[src/rtl/multicycle_ctrl.sv]
// Multi-cycle control FSM for the MIPS-extended datapath: sequences fetch, decode,
// execute, memory and writeback, handshakes on mem_ready and traps on illegal opcodes.
module multicycle_ctrl #(
  parameter logic [5:0] OP_RTYPE    = 6'h00,
  parameter logic [5:0] OP_LW       = 6'h23,
  parameter logic [5:0] OP_SW       = 6'h2B,
  parameter logic [5:0] OP_BEQ      = 6'h04,
  parameter logic [5:0] FUNCT_BALRZ = 6'h16,
  parameter int         CNT_W       = 32
) (
  input  logic             clk,
  input  logic             rst_n,
  input  logic [5:0]       opcode,
  input  logic [5:0]       funct,
  input  logic             zero,
  input  logic             mem_ready,
  output logic             pc_write,
  output logic [1:0]       pc_src,
  output logic             ir_write,
  output logic             iord,
  output logic             mem_read,
  output logic             mem_write,
  output logic             reg_dst,
  output logic [1:0]       mem_to_reg,
  output logic             reg_write,
  output logic             alu_src_a,
  output logic [1:0]       alu_src_b,
  output logic [1:0]       alu_op,
  output logic             trap,
  output logic [CNT_W-1:0] instr_cnt,
  output logic [3:0]       state
);

  // state    | meaning
  // FETCH    | read instruction at PC, PC+4 into PC on mem_ready
  // DECODE   | branch target into ALUOut, dispatch on opcode/funct
  // EXEC_R   | R-type ALU operation
  // WB_R     | write R-type result to rd
  // ADDR     | effective address for lw/sw
  // MEM_RD   | data read, wait for mem_ready
  // WB_MEM   | write loaded data to rt
  // MEM_WR   | data write, wait for mem_ready
  // BRANCH   | beq compare, take branch on zero
  // BALRZ    | branch to rs and link PC+4 into rd when rs-rt is zero
  // ILLEGAL  | trapped, held until reset
  typedef enum logic [3:0] {
    S_FETCH   = 4'd0,
    S_DECODE  = 4'd1,
    S_EXEC_R  = 4'd2,
    S_WB_R    = 4'd3,
    S_ADDR    = 4'd4,
    S_MEM_RD  = 4'd5,
    S_WB_MEM  = 4'd6,
    S_MEM_WR  = 4'd7,
    S_BRANCH  = 4'd8,
    S_BALRZ   = 4'd9,
    S_ILLEGAL = 4'd10
  } state_t;

  state_t           state_q, state_d;
  logic             trap_q;
  logic [CNT_W-1:0] cnt_q;
  logic             cnt_inc;
  logic             pc_write_c, ir_write_c, mem_read_c, mem_write_c, reg_write_c;

  always_ff @(posedge clk) begin
    if (!rst_n) begin
      state_q <= S_FETCH;
      trap_q  <= 1'b0;
      cnt_q   <= '0;
    end else begin
      state_q <= state_d;
      if (state_q == S_ILLEGAL) trap_q <= 1'b1;
      if (cnt_inc) cnt_q <= cnt_q + 1'b1;
    end
  end

  always_comb begin
    state_d     = state_q;
    cnt_inc     = 1'b0;
    pc_write_c  = 1'b0;
    ir_write_c  = 1'b0;
    mem_read_c  = 1'b0;
    mem_write_c = 1'b0;
    reg_write_c = 1'b0;
    pc_src      = 2'b00;
    iord        = 1'b0;
    reg_dst     = 1'b0;
    mem_to_reg  = 2'b00;
    alu_src_a   = 1'b0;
    alu_src_b   = 2'b00;
    alu_op      = 2'b00;
    case (state_q)
      S_FETCH: begin
        mem_read_c = 1'b1;
        alu_src_b  = 2'b01;
        if (mem_ready) begin
          ir_write_c = 1'b1;
          pc_write_c = 1'b1;
          state_d    = S_DECODE;
        end
      end
      S_DECODE: begin
        alu_src_b = 2'b11;
        if (opcode == OP_RTYPE)
          state_d = (funct == FUNCT_BALRZ) ? S_BALRZ : S_EXEC_R;
        else if (opcode == OP_LW || opcode == OP_SW)
          state_d = S_ADDR;
        else if (opcode == OP_BEQ)
          state_d = S_BRANCH;
        else
          state_d = S_ILLEGAL;
      end
      S_EXEC_R: begin
        alu_src_a = 1'b1;
        alu_op    = 2'b10;
        state_d   = S_WB_R;
      end
      S_WB_R: begin
        reg_dst     = 1'b1;
        reg_write_c = 1'b1;
        cnt_inc     = 1'b1;
        state_d     = S_FETCH;
      end
      S_ADDR: begin
        alu_src_a = 1'b1;
        alu_src_b = 2'b10;
        state_d   = (opcode == OP_LW) ? S_MEM_RD : S_MEM_WR;
      end
      S_MEM_RD: begin
        iord       = 1'b1;
        mem_read_c = 1'b1;
        if (mem_ready) state_d = S_WB_MEM;
      end
      S_WB_MEM: begin
        mem_to_reg  = 2'b01;
        reg_write_c = 1'b1;
        cnt_inc     = 1'b1;
        state_d     = S_FETCH;
      end
      S_MEM_WR: begin
        iord        = 1'b1;
        mem_write_c = 1'b1;
        if (mem_ready) begin
          cnt_inc = 1'b1;
          state_d = S_FETCH;
        end
      end
      S_BRANCH: begin
        alu_src_a  = 1'b1;
        alu_op     = 2'b01;
        pc_src     = 2'b01;
        pc_write_c = zero;
        cnt_inc    = 1'b1;
        state_d    = S_FETCH;
      end
      S_BALRZ: begin
        alu_src_a = 1'b1;
        alu_op    = 2'b01;
        // PC already holds PC+4 from FETCH, so the link value is the PC itself
        if (zero) begin
          pc_write_c  = 1'b1;
          pc_src      = 2'b10;
          reg_dst     = 1'b1;
          mem_to_reg  = 2'b10;
          reg_write_c = 1'b1;
        end
        cnt_inc = 1'b1;
        state_d = S_FETCH;
      end
      S_ILLEGAL: state_d = S_ILLEGAL;
      default:   state_d = S_ILLEGAL;
    endcase
  end

  // Strobes are gated by rst_n so a reset mid-access drops them the same cycle
  assign pc_write  = pc_write_c  & rst_n;
  assign ir_write  = ir_write_c  & rst_n;
  assign mem_read  = mem_read_c  & rst_n;
  assign mem_write = mem_write_c & rst_n;
  assign reg_write = reg_write_c & rst_n;
  assign trap      = trap_q;
  assign instr_cnt = cnt_q;
  assign state     = state_q;

endmodule

[config.mk]
export PLATFORM = sky130hd
export DESIGN_NAME = multicycle_ctrl
export DESIGN_NICKNAME = d
export VERILOG_FILES = /design/src/rtl/multicycle_ctrl.sv
export SDC_FILE = /design/constraint.sdc
export NUM_CORES = 1
export LEC_CHECK = 0
export ABC_AREA = 1
export BUFFER_PORTS_ARGS = -buffer_cell sky130_fd_sc_hd__buf_2
export CAP_MARGIN = 20
export CORE_UTILIZATION = 56
export DETAILED_ROUTE_END_ITERATION = 16
export GPL_TIMING_DRIVEN = 0
export PLACE_DENSITY = 0.92
export SETUP_SLACK_MARGIN = 0.4
export SYNTH_ARGS = -nofsm -noshare
export SYNTH_HDL_FRONTEND = slang
export SYNTH_SLANG_ARGS = --single-unit
export TNS_END_PERCENT = 100
[constraint.sdc]
create_clock -name clk -period 3.6 [get_ports clk]
set_input_delay 0.18 -clock clk [delete_from_list [all_inputs] [get_ports clk]]
set_output_delay 0.18 -clock clk [all_outputs]
set_load 0.1 [all_outputs]
# [After elaboration in Yosys (flattened, before gate mapping)]
# Index checks and enable logic that the tools add are counted.
[classes] add_sub_neg=1 eq_ne=17 n_bitwise=5 n_mux=25 n_reduce_logical=10
[op_table] cell="adder 32 x 1 -> 32 bit, second input constant" count=1
[op_table] cell="case mux 4 bit (7 select lines)" count=1
[op_table] cell="2-to-1 mux 4 bit" count=6
[op_table] cell="== test 4 x 3 -> 1 bit, second input constant" count=4
[op_table] cell="== test 4 bit, second input constant" count=3
[op_table] cell="== test 6 bit, second input constant" count=2
[op_table] cell="case mux 2 bit (2 select lines)" count=3
[op_table] cell="== test 4 x 2 -> 1 bit, second input constant" count=2
[op_table] cell="OR reduction 2 bit" count=4
[op_table] cell="OR reduction 4 bit" count=2
[op_table] cell="2-to-1 mux 1 bit" count=7
[op_table] cell="== test 6 x 3 -> 1 bit, second input constant" count=1
[op_table] cell="== test 6 x 5 -> 1 bit, second input constant" count=1
[op_table] cell="logical NOT 6 bit" count=1
[op_table] cell="2-to-1 mux 2 bit" count=3
[op_table] cell="inequality test 2 bit, second input constant" count=3
[op_table] cell="case mux 1 bit (2 select lines)" count=3
[op_table] cell="case mux 2 bit (3 select lines)" count=1
[op_table] cell="bitwise AND 1 bit" count=5
[op_table] cell="== test 4 x 1 -> 1 bit, second input constant" count=1
[op_table] cell="logical NOT 4 bit" count=1
[op_table] cell="case mux 1 bit (3 select lines)" count=1
[op_table] cell="AND reduction 3 bit" count=1
[op_table] cell="logical OR 1 bit" count=1
[totals] wordCells=61 input_bits=16 ff_bits=37 output_inout_bits=53

# [Logic depth before layout (Yosys ltp)]
# Gate-level depths: netlist of run 1.
[depth] ltp_word=5 mapped_depth=12 ltp_nobuf=10

# [Least setup slack after synthesis of run 1]
# Ideal clock, no wire load.
[synth_path] path_type="flip-flop to output port" startpoint="register state_q[3] (netlist: state[3])" endpoint="output port reg_write" stages_incl_launch_ff=7 t_arrival_ns=5.176 setup_slack_ns=-1.756 cell_sequence="dfxtp_1 nand2_1 inv_1 nand2_1 nor2_1 inv_1 a31oi_1"
[synth_between] elab_chain_len=4 word_cells_on_any_way=6 cone_classes="eq/ne (3); mux (1); bitwise (1); reduce/logical (1)"
[synth_lines] element="from (decl)" line="60" rtl="state_t state_q, state_d;"
[synth_lines] element="from (signal assigned)" line="72" rtl="state_q <= state_d;"
[synth_lines] element="== test 4 x 3 -> 1 bit / == test 4 x 2 -> 1 bit (equally long branches)" line="93" rtl="case (state_q)"
[synth_lines] element="OR reduction 2 bit (no source line)"
[synth_lines] element="case mux 1 bit (2 select lines) (*)" line="93"
[synth_lines] element="bitwise AND 1 bit (*)" line="181" rtl="assign reg_write = reg_write_c & rst_n;"
[synth_lines] element="to (decl)" line="25" rtl="output logic reg_write,"
# Mark *: on every way between the ends. The rest lies on a longest branch, timed or not.

# [Final worst setup path of run 1]
[layout_path] startpoint="register state_q[1] (netlist: state[1])" endpoint="output port reg_write"
# Same word-level chain as after synthesis.

==> flow_summary.ini, run 1 <==
[status]
status = complete, no violations

[sta]
fin_skew_ns = 0.00964
finalCritPeriodShare = 0.610
relSlewSlack = 0.636
fin_ws_ns = 1.40
max_freq_mhz = 456
rsz0062_at_grt = false
fin_crit_ns = 2.20
finalHoldViolations = 0
fin_tns_setup_ns = 0
worst_pin_slew_ns = 0.547
maxSlewViolCount = 0
setup_viol = 0

[routing]
drt_iter0_markers = 240
viasPerCell = 5.22
first_pass_iters = 5
wl_per_cell_microns = 11.4
wl_microns = 6200
via_count = 2842
antenna_left = 0
drc = 0

[power]
power.leakage_uw = 0.00138
vdd_drop_max_v = 0.00116
power_density_mw_per_mm2 = 599
power_uw = 1780

[clock_tree]
cts_buffer_depth = 2
cts_tree = built
insertion_delay_ns = 0.30
clock-root-buffer = clkbuf_8
cts_resized = 0
htree_levels = 2
clk_pin_slew_ns = 0.07
cts_setup_buffers = 0
cts_num_sinks = 37
cts_hold_buf = 0
cts_buffers = 5

[worst_setup_path]
critical_path_class = reg -> out
worstSetupStartpointType = flip-flop
worst-endpoint-required_ns = 3.42
cp_max_fo = 9
cp_data_arrival_time_ns = 2.02
crit_path_end_kind = output pin

[layout]
layout_common_cells = nand2_1 (136), nor2_1 (85), buf_2 (68), inv_1 (48), dfxtp_1 (36)
fin_cells = 544
fin_area_sq_mm = 0.00297
areaGrowthSynthToFinish_pct = 22.2
final_common_cell = nand2_1
drive_gt1_frac = 0.223
nets = 510
fillers = 357
diodes = 0
seq_area_sq_um = 742
multiInputGateArea_sq_mm = 0.00147

[placed_design]
dp.cells = 536
dp_slack_ns = 1.73
placed_area_sq_mm = 0.00286
gp_congestion = 0.945
portBuffers = 67
hpwlAfterDp_microns = 4840

[job]
drv_cap = 0

[synthesis]
netlist_area_sq_mm = 0.00243
yosysUniqueCellTypes = 31
yosys_warnings = 0
syn_inst = 419
synthesis.nets = 436
synth_edf_count = 0
ys.flop_type = dfxtp_1
yosysSeqAreaShare = 0.305
async_flop_share = 0
ys_seq_elements = 37
avgSynthCellArea_sq_um = 5.79

[die]
fp.dieW_microns = 67.8
start_util = 0.594
dieArea_sq_mm = 0.00460
core_sq_mm = 0.00409
ios = 69
rows = 23
die_h_microns = 67.8

[global_route]
antenna_found_initial = 0
grt_pass1_vias = 2459
overflow = 0
grt_pass1_wl_microns = 10200
grt_util_all_layers = 0.295
grt_max_degree = 12

[hold_path]
worstHoldPathType = in -> reg
[cells in the mapped netlist, types with 3 or more instances]
library cell / instances / area (sq um)
nand2_1: 137 / 514
nor2_1: 88 / 330
inv_1: 49 / 184
dfxtp_1: 37 / 741
nand3_1: 28 / 140
a21oi_1: 21 / 105
nor3_1: 7 / 35.0
o21ai_0: 7 / 35.0
nand2_2: 6 / 37.5
nor2_2: 6 / 37.5
clkbuf_1: 4 / 15.0
nand4_1: 3 / 18.8
[cell families (layout without fill, tap and decap cells)]
| family | Yosys count | after routing | share of synthesized area |
|---|---|---|---|
| xor gates and xnor gates | 4 | 4 | 0.0144 |
| adders and majority gates | 1 | 1 | 0.00515 |
| buffers and inverters | 60 | 135 | 0.103 |
| DFF | 37 | 37 | 0.305 |
| AOI/OAI and AO/OA | 34 | 34 | 0.0753 |
| and+or+nand+nor | 283 | 283 | 0.497 |
[cell type report]
| type | instances | share of cell area |
|---|---|---|
| Buffer | 9 | 0.0194 |
| Sequential cell | 37 | 0.250 |
| Multi-Input combinational cell | 322 | 0.496 |
| Clock buffer | 7 | 0.0325 |
| Tap cell | 50 | 0.0211 |
| Inverter | 51 | 0.0658 |
| Timing Repair Buffer | 67 | 0.113 |
| Clock inverter | 1 | 0.00169 |
[per-stage QoR]
stage | util | hold slack [ns]
5_1_grt | 0.726 | 0.235
3_3_place_gp | 0.701 | 0.453
3_5_place_dp | 0.701 | 0.455
2_1_floorplan | - | 0.361
6_report | 0.726 | 0.218
4_1_cts | 0.726 | 0.210
[critical path: stages (launching register included)]
cell        delay [ns]
dfxtp_1           0.31
buf_4             0.16
nor2_1            0.08
nand2_1           0.16
clkinvlp_4        0.13
nand2_1           0.10
nor2_4            0.11
inv_1             0.09
a31oi_4           0.13
buf_2             0.44
[path summary, 6_finish.rpt]
kind / from / end / slack, ns / cells after the start
setup / recovery: state[1]$_SDFFE_PN0P_ / reg_write / 1.40 / 9
hold / removal: mem_ready / state[2]$_SDFFE_PN0P_ / 0.22 / 4
setup reg to reg: instr_cnt[1]$_SDFFE_PN0P_ / instr_cnt[20]$_SDFFE_PN0P_ / 1.79 / 9
hold reg to reg: instr_cnt[4]$_SDFFE_PN0P_ / instr_cnt[4]$_SDFFE_PN0P_ / 0.47 / 2
[state kept, by name (all words and copies together) (netlist names)]
signal / count
instr_cnt: 32
state: 4
trap: 1
[routing by layer]
layer,part of all wire,GRT usage
met5,0,0
met2,0.46,0.490
met3,0.070,0.0467
met4,0.021,0.143
met1,0.45,0.370
[where the power goes]
part           internal, uW  switching [uW]
combinational           173             819
sequential              435            31.0
clock                   173             147
(Power assumes the default switching activity.)
==> inputs of run 2 (changes only) <==
- ABC_AREA: 1 -> 0
- CORE_UTILIZATION: 56 -> 46
- PLACE_DENSITY: 0.92 -> 0.83
- clock period: 3.6 -> 1.8 ns (I/O delays scaled with it)
==> flow_summary.ini, run 2 <==
[placed_design]
dp_slack_ns = -0.171
portBuffers = 68
placed_area_sq_mm = 0.00296
hpwlAfterDp_microns = 4440
gp_congestion = 0.894

[synthesis]
async_flop_share = 0
synthesis.nets = 287
syn_inst = 270
yosysSeqAreaShare = 0.351
yosys-top-cells-area = dfxtp_1 (35%), a21oi_1 (6.4%), xnor2_1 (6.2%)
yosysMostFrequentCell = dfxtp_1
ys.flop_type = dfxtp_1
avgSynthCellArea_sq_um = 7.82
synth.largest_area_cell = dfxtp_1
yosysUniqueCellTypes = 46
yosys_warnings = 0
ys_top_cells_by_count = dfxtp_1 (37), nor2_1 (30), a21oi_1 (27), nand2_1 (27), xnor2_1 (15)
ys_seq_elements = 37
synth_top_area_frac = 0.351
synth_edf_count = 0
netlist_area_sq_mm = 0.00211

[clock_tree]
cts_buffer_depth = 2
cts_num_sinks = 37
htree_levels = 2
cts_buffers = 5
clock-root-buffer = clkbuf_8

[die]
ios = 69
rows = 24
fp.dieW_microns = 69.8
start_util = 0.482
die_h_microns = 69.8

[status]
haltStage = 5_1_grt
error = [ERROR GRT-0232] Routing congestion too high. Check the congestion heatmap in the GUI.
status = aborted with a tool error

[sta]
worst_endpoint = instr_cnt[28]$_SDFFE_PN0P_/D
worstEpCategory = sequential cell input

[global_route]
overflow = 139
grt_util_all_layers = 0.769
grt_max_degree = 12
-- run 2: cell count changes after synthesis, moves of 7 or more --
cell,change
nand2_1,-110
nand3_1,-20
or4_1,+14
a211oi_1,+7
o31ai_1,+13
inv_1,-40
nor2_1,-58
xnor2_1,+13
-- run 2: per-layer routing --
layer | GRT usage | GRT overflow
met1 | 0.793 | 0
met2 | 1.00 | 75
met3 | 0.419 | 0
met4 | 0.916 | 64
met5 | 0 | 0
-- run 2: through the flow --
step,utilization,setup TNS [ns],cells
after floorplan,-,-7.59,270
after detailed placement,0.675,-1.30,390
after global placement,0.675,-0.919,390
after CTS,0.863,0,430
-- run 2: cells by family after synthesis --
group | count (synthesis) | share of synthesized area
AO/OA/AOI/OAI | 69 | 0.217
buffers and inverters | 26 | 0.0533
flip-flops | 37 | 0.351
multiplexers | 1 | 0.00474
XOR/XNOR | 16 | 0.0664
adder cells (fa/ha/maj) | 1 | 0.00592
AND/OR/NAND/NOR | 120 | 0.302
-- run 2: repair_timing --
item / CTS
cloned: 3
pin swaps: 33
setup buffers: 29
resized for setup: 105
hold buffers: 0
setup endpoints to repair: 50
==> inputs of run 3 (changes only) <==
- CORE_UTILIZATION: 46 -> 40
- PLACE_DENSITY: 0.83 -> unset
- PLACE_DENSITY_LB_ADDON: unset -> 0.15
- SETUP_SLACK_MARGIN: 0.4 -> unset
- clock period: 1.8 -> 2.3 ns (I/O delays scaled with it)
==> flow_summary.ini, run 3 <==
[layout]
fillers = 506
seq_area_sq_um = 774
final_common_cell = buf_2
layout_common_cells = buf_2 (69), nand2_1 (26), a21oi_1 (26), nor2_1 (25), dfxtp_1 (18)
areaGrowthSynthToFinish_pct = 33.2
multiInputGateArea_sq_mm = 0.00138
fin_area_sq_mm = 0.00281
largest_reg_flops = 32
diodes = 0
drive_gt1_frac = 0.369
nets = 361

[synthesis]
synth_edf_count = 0
netlist_area_sq_mm = 0.00211
synth_top_area_frac = 0.351
yosys_warnings = 0
avgSynthCellArea_sq_um = 7.82
ys_seq_elements = 37
yosysSeqAreaShare = 0.351
yosys-top-cells-area = dfxtp_1 (35%), a21oi_1 (6.4%), xnor2_1 (6.2%)
ys.flop_type = dfxtp_1
syn_inst = 270
yosysMostFrequentCell = dfxtp_1
synthesis.nets = 287
yosysUniqueCellTypes = 46
async_flop_share = 0
ys_top_cells_by_count = dfxtp_1 (37), nor2_1 (30), a21oi_1 (27), nand2_1 (27), xnor2_1 (15)
synth.largest_area_cell = dfxtp_1

[global_route]
busiest_layer = met2
groute.layer.met1.usage = 0.277
grt_util_all_layers = 0.204
overflow = 0
grt_pass1_vias = 1912
antenna_found_initial = 0
grt_pass1_wl_microns = 8820
use_met2 = 0.325
met3_usage = 0.0388
grt_max_degree = 11

[die]
dieArea_sq_mm = 0.00557
rows = 26
ios = 69
fp.dieW_microns = 74.7
core_sq_mm = 0.00511
start_util = 0.414
die_h_microns = 74.7

[sta]
finalHoldViolations = 0
fin_skew_ns = 0.00386
finalCritPeriodShare = 0.926
fin_crit_ns = 2.13
max_freq_mhz = 470
worst_pin_slew_ns = 0.617
rsz0062_at_grt = false
setup_viol = 0
maxSlewViolCount = 0
fin_ws_ns = 0.171
relSlewSlack = 0.589

[hold_path]
worstHoldPathType = in -> reg
hold_depth = 3
hold_path.startpoint = rst_n

[routing]
antenna_left = 0
drt_iter0_markers = 93
viasPerCell = 5.42
wl_per_cell_microns = 13.1
via_count = 2245
wl_microns = 5430
first_pass_iters = 4
drc = 0

[worst_setup_path]
cp-startpoint = state[0]$_SDFFE_PN0P_
crit_path_end_kind = output pin
cp_max_fo = 16
critical_path_class = reg -> out
cp_data_arrival_time_ns = 2.01
timing.rr.start = state[3]$_SDFFE_PN0P_
worst-endpoint-required_ns = 2.18
worstSetupStartpointType = flip-flop
rr_worst_depth = 8

[power]
power_density_mw_per_mm2 = 730
vdd_drop_max_v = 0.000490
power.leakage_uw = 0.00108

[clock_tree]
clk_pin_slew_ns = 0.07
htree_levels = 2
cts_buffer_depth = 2
cts_setup_buffers = 0
cts_tree = built
cts_num_sinks = 37
clock-root-buffer = clkbuf_8
insertion_delay_ns = 0.28
cts_hold_buf = 0
cts_buffers = 5

[placed_design]
gp_congestion = 0.830
dp_slack_ns = 0.271
portBuffers = 68
placed_area_sq_mm = 0.00273
hpwlAfterDp_microns = 4030

[job]
drv_cap = 0

[status]
status = complete, no violations
==> run 3: cell counts after synthesis <==
Identical to the previous run, type by type.
==> run 3: path summary, 6_finish.rpt <==
path	slack [ns]	end
min reg2reg	0.48	trap$_SDFFE_PN0N_
max reg2reg	0.31	instr_cnt[2]$_SDFFE_PN0P_
min	0.13	instr_cnt[10]$_SDFFE_PN0P_
max	0.17	reg_write
==> run 3: metrics by stage <==
step	utilization	setup TNS (ns)	instances	total power (uW)	hold slack [ns]
final	0.551	0	414	2050	0.126
after global routing	0.551	0	414	2140	0.117
after CTS	0.551	0	415	2080	0.119
after detailed placement	0.534	0	408	1610	0.424
after global placement	0.534	0	408	1610	0.410
after floorplan	-	-0.885	270	1480	0.258
==> run 3: cells by family (layout without fill, tap and decap cells) <==
logic type,after synthesis,in the layout,synth area share
buffers and inverters,26,100,0.0533
multiplexers,1,1,0.00474
XOR/XNOR,16,16,0.0664
adder cells (fa/ha/maj),1,1,0.00592
flip-flops,37,37,0.351
AO/OA/AOI/OAI,69,69,0.217
AND/OR/NAND/NOR,120,120,0.302
==> run 3: repair_timing <==
item | CTS | global route
pin swaps | 0 | 0
resized for setup | 1 | 0
endpoints found under the setup margin | 1 | 1
cloned | 0 | 0
==> run 3: cell type report <==
| type | count | area share |
|---|---|---|
| tap | 70 | 0.0311 |
| buffer | 14 | 0.0351 |
| clock buffer | 7 | 0.0307 |
| sequential | 37 | 0.275 |
| inverter | 11 | 0.0156 |
| multi-input combinational | 207 | 0.490 |
| timing repair buffer | 68 | 0.122 |
==> run 3: power breakdown <==
group / internal, uW / total (uW) / switching [uW]
Clock: 238 / 456 / 218
Combinational: 187 / 904 / 718
Sequential: 667 / 694 / 27.2
==> run 3: worst max-delay path, cell delays in order, from the launching register on <==
cell and delay, ns:
dfxtp_4 0.34, clkbuf_8 0.18, inv_1 0.29, nand2_1 0.21
nor2_4 0.13, nor2_2 0.06, nor2_4 0.09, buf_2 0.43
==> run 3: per-layer routing <==
metal  part of all wire  wire length, microns
met1               0.48                  2590
met2               0.47                  2530
met3              0.045                   246
met4              0.012                    67
met5                  0                     0
==> inputs of run 4 (changes only) <==
- CORE_UTILIZATION: 40 -> 50
==> flow_summary.ini, run 4 (synthesis gave the netlist of run 3 again) <==
[status]
status = complete, no violations

[layout]
final_common_cell = buf_2
areaGrowthSynthToFinish_pct = 32.5
layout_common_cells = buf_2 (69), nand2_1 (26), a21oi_1 (26), nor2_1 (25), dfxtp_1 (18)
diodes = 0
drive_gt1_frac = 0.374
fin_cells = 395
nets = 361
largest_reg_flops = 32

[sta]
finalCritPeriodShare = 0.925
fin_skew_ns = 0.00852
worst_pin_slew_ns = 0.623
maxSlewViolCount = 0
max_freq_mhz = 470
rsz0062_at_grt = false
worst_hold_slack_ns = 0.108
finalHoldViolations = 0
fin_tns_setup_ns = 0
setup_viol = 0
fin_crit_ns = 2.13
relSlewSlack = 0.585

[die]
ios = 69
rows = 23
fp.dieW_microns = 67.0
dieArea_sq_mm = 0.00449
core_sq_mm = 0.00403
start_util = 0.524
die_h_microns = 67.0

[global_route]
antenna_found_initial = 0
overflow = 0
grt_util_all_layers = 0.250
grt_pass1_wl_microns = 8470
grt_max_degree = 13
grt_pass1_vias = 1955

[worst_setup_path]
critical_path_class = reg -> out
worstSetupStartpointType = flip-flop
crit_path_end_kind = output pin
cp_data_arrival_time_ns = 2.01
cp_max_fo = 16
worst-endpoint-required_ns = 2.18

[routing]
drt_iter0_markers = 116
wl_per_cell_microns = 13.2
first_pass_iters = 4
drc = 0
antenna_left = 0
via_count = 2230
viasPerCell = 5.65
wl_microns = 5220

[placed_design]
hpwlAfterDp_microns = 3910
portBuffers = 68
gp_congestion = 0.868
dp.cells = 388

[clock_tree]
cts_buffers = 5
cts_hold_buf = 0
insertion_delay_ns = 0.29
clock-root-buffer = clkbuf_8
cts_tree = built
cts_setup_buffers = 0
clk_pin_slew_ns = 0.08
htree_levels = 2
cts_num_sinks = 37
cts_buffer_depth = 2

[hold_path]
worstHoldPathType = in -> reg

[job]
drv_cap = 0

[power]
power.leakage_uw = 0.00109
power_density_mw_per_mm2 = 746
power_uw = 2090
vdd_drop_max_v = 0.000694
## run 4: through the flow
stage / worst slack (ns) / instance area (sq um) / util
2_1_floorplan: -0.338 / 2300 / -
6_report: 0.173 / 2800 / 0.694
5_1_grt: 0.0401 / 2800 / 0.694
4_1_cts: 0.0515 / 2800 / 0.695
3_5_place_dp: 0.258 / 2700 / 0.671
3_3_place_gp: 0.273 / 2700 / 0.671
## run 4: report_power, final
group          switching [uW]  internal [uW]
Clock                     247            243
Combinational             717            187
Sequential               28.3            666
Total                     992           1100
## run 4: final timing paths
path	from	to	slack (ns)	cells past startpoint
worst max register to register	instr_cnt[0]$_SDFFE_PN0P_	instr_cnt[18]$_SDFFE_PN0P_	0.37	6
worst min-delay path	rst_n	instr_cnt[10]$_SDFFE_PN0P_	0.11	3
worst min register to register	instr_cnt[28]$_SDFFE_PN0P_	instr_cnt[28]$_SDFFE_PN0P_	0.49	2
worst max-delay path	state[0]$_SDFFE_PN0P_	reg_write	0.17	7
## run 4: timing repair
| item | 4_1_cts | 5_1_grt |
|---|---|---|
| pin swaps | 0 | 0 |
| setup endpoints to repair | 1 | 1 |
| gates resized for setup | 1 | 0 |
## run 4: critical path, cell delays in order, from the launching register on
cell and delay [ns]:
dfxtp_4 0.34, clkbuf_8 0.17, inv_1 0.29, nand2_1 0.20, nor2_4 0.13, nor2_2 0.06
nor2_4 0.09, buf_2 0.43
## run 4: cell type report
| class | count | area (sq um) |
|---|---|---|
| Timing Repair Buffer | 68 | 343 |
| Tap cell | 50 | 62.6 |
| Inverter | 11 | 43.8 |
| Multi-Input combinational cell | 207 | 1380 |
| Clock inverter | 2 | 13.8 |
| Buffer | 14 | 98.8 |
| Fill cell | 343 | 1230 |
| Sequential cell | 37 | 774 |
| Clock buffer | 6 | 82.6 |
## run 4: per-layer routing
metal | part of all wire | vias to the layer above | GRT usage
met5 | 0 | - | 0
met4 | 0.013 | 0 | 0.0824
met3 | 0.050 | 6 | 0.0616
met2 | 0.49 | 60 | 0.437
met1 | 0.45 | 1026 | 0.294
li1 | - | 1138 | -
